===== src/rtl/data_pipe_pkg.sv =====
// Shared types and helpers for the data_pipe retiming pipeline.
// Stage control is decoded once per cycle and fanned out to every stage.
package data_pipe_pkg;

    typedef enum logic [1:0] {
        ST_RESET = 2'd0,
        ST_FLUSH = 2'd1,
        ST_HOLD  = 2'd2,
        ST_ADV   = 2'd3
    } stage_ctrl_e;

    // Width needed to hold an occupancy value of 0..depth inclusive.
    function automatic int cw(input int depth);
        int w;
        w = $clog2(depth + 1);
        return (w < 1) ? 1 : w;
    endfunction

    // Priority: rst > flush > stall > advance.
    function automatic stage_ctrl_e decode_ctrl(input logic rst,
                                                input logic flush,
                                                input logic stall);
        stage_ctrl_e c;
        if (rst)        c = ST_RESET;
        else if (flush) c = ST_FLUSH;
        else if (stall) c = ST_HOLD;
        else            c = ST_ADV;
        return c;
    endfunction

endpackage


===== src/rtl/data_pipe_stage.sv =====
// One pipeline stage: a valid bit plus a data register, steered by the shared stage control.
// The data register only clears when RESET_DATA is set; the valid bit always clears.
module pipe_stage
    import data_pipe_pkg::*;
#(
    parameter int unsigned      WIDTH      = 8,
    parameter logic [WIDTH-1:0] RST_VAL    = '0,
    parameter bit               RESET_DATA = 1'b1
) (
    input  logic             clk,
    input  stage_ctrl_e      ctrl,
    input  logic             v_in,
    input  logic [WIDTH-1:0] d_in,
    output logic             v_q,
    output logic [WIDTH-1:0] d_q
);

    logic             v_d;
    logic [WIDTH-1:0] d_d;

    always_comb begin
        v_d = v_q;
        d_d = d_q;
        case (ctrl)
            ST_RESET, ST_FLUSH: begin
                v_d = 1'b0;
                if (RESET_DATA) d_d = RST_VAL;
            end
            ST_ADV: begin
                // Data follows the chain even for bubbles; no valid gating.
                v_d = v_in;
                d_d = d_in;
            end
            default: begin
                v_d = v_q;
                d_d = d_q;
            end
        endcase
    end

    always_ff @(posedge clk) begin
        v_q <= v_d;
        d_q <= d_d;
    end

endmodule


===== src/rtl/data_pipe.sv =====
// Fixed-latency register pipeline with per-stage valid, global stall, flush and occupancy count.
// Latency is DEPTH-1 edges from acceptance to visibility at the output stage.
module data_pipe
    import data_pipe_pkg::*;
#(
    parameter int unsigned      WIDTH      = 8,
    parameter int unsigned      DEPTH      = 4,
    parameter logic [WIDTH-1:0] RST_VAL    = '0,
    parameter bit               RESET_DATA = 1'b1
) (
    input  logic                   clk,
    input  logic                   rst,
    input  logic                   in_valid,
    input  logic [WIDTH-1:0]       in_data,
    input  logic                   stall,
    input  logic                   flush,
    output logic                   in_ready,
    output logic                   out_valid,
    output logic [WIDTH-1:0]       out_data,
    output logic [cw(DEPTH)-1:0]   count
);

    localparam int CW = cw(DEPTH);

    stage_ctrl_e      ctrl;
    logic [DEPTH-1:0] v_chain;
    logic [WIDTH-1:0] d_chain [DEPTH];
    logic [CW-1:0]    count_q;
    logic [CW-1:0]    count_d;

    always_comb begin
        ctrl = decode_ctrl(rst, flush, stall);
    end

    for (genvar k = 0; k < DEPTH; k++) begin : g_stage
        if (k == 0) begin : g_head
            pipe_stage #(
                .WIDTH      (WIDTH),
                .RST_VAL    (RST_VAL),
                .RESET_DATA (RESET_DATA)
            ) u_stage (
                .clk  (clk),
                .ctrl (ctrl),
                .v_in (in_valid),
                .d_in (in_data),
                .v_q  (v_chain[k]),
                .d_q  (d_chain[k])
            );
        end else begin : g_body
            pipe_stage #(
                .WIDTH      (WIDTH),
                .RST_VAL    (RST_VAL),
                .RESET_DATA (RESET_DATA)
            ) u_stage (
                .clk  (clk),
                .ctrl (ctrl),
                .v_in (v_chain[k-1]),
                .d_in (d_chain[k-1]),
                .v_q  (v_chain[k]),
                .d_q  (d_chain[k])
            );
        end
    end

    // Occupancy tracks popcount of the valid chain incrementally: one in, one out per advance.
    always_comb begin
        count_d = count_q;
        case (ctrl)
            ST_RESET, ST_FLUSH: count_d = '0;
            ST_ADV:             count_d = count_q + CW'(in_valid) - CW'(v_chain[DEPTH-1]);
            default:            count_d = count_q;
        endcase
    end

    always_ff @(posedge clk) begin
        count_q <= count_d;
    end

    assign in_ready  = ~stall;
    assign out_valid = v_chain[DEPTH-1];
    assign out_data  = d_chain[DEPTH-1];
    assign count     = count_q;

endmodule


===== config.mk =====
export PLATFORM = sky130hd
export DESIGN_NAME = data_pipe
export DESIGN_NICKNAME = d
export VERILOG_FILES = /design/src/rtl/data_pipe_pkg.sv /design/src/rtl/data_pipe_stage.sv /design/src/rtl/data_pipe.sv
export SDC_FILE = /design/constraint.sdc
export NUM_CORES = 1
export LEC_CHECK = 0
export ABC_CLOCK_PERIOD_IN_PS = 2200
export CORE_MARGIN = 5
export CORE_UTILIZATION = 35
export DETAILED_ROUTE_END_ITERATION = 16
export PLACE_DENSITY = 0.53
export SLEW_MARGIN = 20
export SYNTH_ARGS = -nofsm -noshare
export SYNTH_HDL_FRONTEND = slang
export SYNTH_SLANG_ARGS = --single-unit

===== constraint.sdc =====
create_clock -name clk -period 2.2 [get_ports clk]
set_clock_uncertainty 0.15 [all_clocks]
set_input_delay 0.66 -clock clk [delete_from_list [all_inputs] [get_ports clk]]
set_output_delay 0.66 -clock clk [all_outputs]
set_load 0.01 [all_outputs]

==> out/qor.yml <==
status:
  outcome: "complete, no violations"
logic_synthesis:
  synthMuxAreaShare: 0
  yosys_register_bits: 39
  synth.distinct_cells: 15
  synth_seq_area_share: 0.719
  synthesis.instances: 100
  synth_compound_area_frac: 0
  synth_area_per_cell_um2: 16.3
  syn_area_mm2: 0.00163
  synthSimpleGateAreaFrac: 0.165
  synth-xor-area-share: 0.0138
  synth_fa_ha_area_frac: 0.0276
  synth_nets: 116
  yosysWarningCount: 0
  synth_top_family_by_area: "simple AND/OR/NAND/NOR gates"
layout:
  area_delta_synth_final_pct: 21.7
  layout_common_cells: "39 x edfxtp_1, 30 x and2_1, 23 x clkdlybuf4s50_1, 7 x and2_2"
  final_cells: 179
  final_nets: 142
  drive_gt1_frac: 0.189
  fin_area_mm2: 0.00198
  postLayoutCoreUtil: 0.446
  final_common_cell: "edfxtp_1"
  diodes: 0
sta:
  setup_violations: 0
  period_needed_ns: 2.14
  tightestPinTransition_ns: 0.215
  final.setup.worst_slack_ns: 0.0631
  fin_crit_sh: 0.971
  max_freq_mhz: 468
  hold_violations: 0
  rsz0062_at_grt: "no"
  finalMaxSlewViolations: 0
  max-slew-margin-rel: 0.855
min_path:
  hold_path_class: "reg2reg"
clocking:
  ctsHoldBuffers: 0
  htree_levels: 2
  cts_tree: "done"
  cts.sinks: 39
  post_cts_buffers: 0
  cts_max_path_buffers: 2
  cts_buffers: 5
  insertion_delay_ns: 0.29
  ctsRootBufferMaster: "clkbuf_8"
  path_clk_slew_ns: 0.07
placed_design:
  io_buffers: 25
  placed_area_mm2: 0.00190
  post-place-ws_ns: -0.314
  finalWeightedCongestion: 0.614
  dp.cells: 171
die:
  pin_count: 26
  die_y_um: 78.2
  rows: 24
  start_util: 0.367
  core-area_mm2: 0.00444
  dieArea_mm2: 0.00612
  die_w_um: 78.2
critical_path:
  reg2reg_to: "count[2]"
  endpoint: "in_ready"
  critPathTopFamily: "buffers and inverters"
  cp_slowest_cell: "clkdlybuf4s50_1"
  reg2reg_depth: 7
  crit_start: "stall"
  cpPeakStageDelay_ns: 0.48
  worst_ep_required_time_ns: 1.39
  worstPathCellList: "clkdlybuf4s50_1 -> inv_1 -> buf_2"
  critical_path.max_fanout: 2
  crit_type: "in2out"
  reg2reg_slack_ns: 0.11
  end_kind: "output port"
  arrival_ns: 1.33
  critPathLaunchType: "input port"
  r2r_start: "g_stage[3].g_body.u_stage.v_q"
  cp_num_cells: 3
  critPathBufInv: 3
route:
  wl_per_cell_um: 10.8
  drt-total-wl_um: 1940
  drtIter0Drc: 39
  remaining_drc_errors: 0
  via_per_inst: 4.25
  num_vias: 761
  dr.pass1.iters: 4
  antenna_left: 0
power_and_ir_drop:
  ir_drop_mv: 0.412
  leakage_nw: 0.800
  power_mw: 1.43
  power.density_mw_per_mm2: 719
global_route:
  grt_pass1_wl_um: 3170
  first_global_vias: 727
  antenna_found_initial: 0
  grtUsageTotal: 0.0689
  grt_remaining_overflow: 0
  grt_start_max_net_pins: 40
run:
  drv_cap: 0
-- power breakdown --
group	switching [mW]	internal [mW]	total, mW
logic	0.0394	0.0618	0.101
registers	0.00914	0.851	0.860
clock network	0.245	0.220	0.465
-- registers in the layout, indices dropped and copies added (netlist names) --
name and count:
g_stage.g_head.u_stage.d_q 8, count 3, g_stage.g_body.u_stage.v_q 3, g_stage.g_head.u_stage.v_q 1
g_stage.g_body.u_stage.d_q 24
-- Yosys cell counts --
master | n | area [um^2]
edfxtp_1 | 39 | 1170
and2_1 | 30 | 188
buf_4 | 8 | 60.1
and2_2 | 7 | 52.6
inv_1 | 4 | 15.0
buf_8 | 2 | 30.0
ha_1 | 2 | 25.0
buf_6 | 1 | 11.3
clkbuf_2 | 1 | 5.00
fa_1 | 1 | 20.0
nor2b_1 | 1 | 6.26
nor3_2 | 1 | 10.0
nor4_1 | 1 | 6.26
or3_1 | 1 | 6.26
xnor3_1 | 1 | 22.5
-- routing by layer --
layer | wire (um) | GRT usage
met5 | 0 | 0
met4 | 44 | 0.0420
met3 | 145 | 0.0355
met2 | 981 | 0.118
met1 | 769 | 0.0654
-- how the worst min path moves through the flow --
stage / slack (ns) / endpoint / cells past startpoint / startpoint
finish: 0.37 / g_stage[2].g_body.u_stage.d_q[6] / 1 / g_stage[1].g_body.u_stage.d_q[6]
global route: 0.39 / g_stage[3].g_body.u_stage.d_q[6] / 1 / g_stage[2].g_body.u_stage.d_q[6]
CTS: 0.37 / g_stage[2].g_body.u_stage.d_q[6] / 1 / g_stage[1].g_body.u_stage.d_q[6]
detailed placement: 0.35 / g_stage[2].g_body.u_stage.d_q[6] / 1 / g_stage[1].g_body.u_stage.d_q[6]
global placement: 0.35 / g_stage[3].g_body.u_stage.d_q[3] / 1 / g_stage[2].g_body.u_stage.d_q[3]
floorplan: 0.35 / g_stage[1].g_body.u_stage.d_q[1] / 1 / g_stage[0].g_head.u_stage.d_q[1]
-- what timing repair did --
action                                  CTS  global route
gates resized for setup                   4             1
cloned                                    0             0
endpoints found under the setup margin    1             1
-- kinds of logic after synthesis --
group	count (synthesis)
buf+inv	16
fa+ha+maj	3
flops	39
simple gates	41
xor+xnor	1
-- final cells by class --
class | count | area (um^2)
fill | 419 | 2460
sequential | 39 | 1170
multi-input combinational | 45 | 338
timing repair buffer | 31 | 305
clock buffer | 5 | 68.8
tap | 52 | 65.1
clock inverter | 3 | 20.0
inverter | 4 | 15.0
-- metrics by stage --
stage	setup TNS, ns	hold WS (ns)
floorplan	0	0.347
global placement	-4.71	0.350
detailed placement	-6.06	0.354
CTS	0	0.371
global route	0	0.387
finish	0	0.367
No activity file was read; power rests on OpenSTA's default activity.
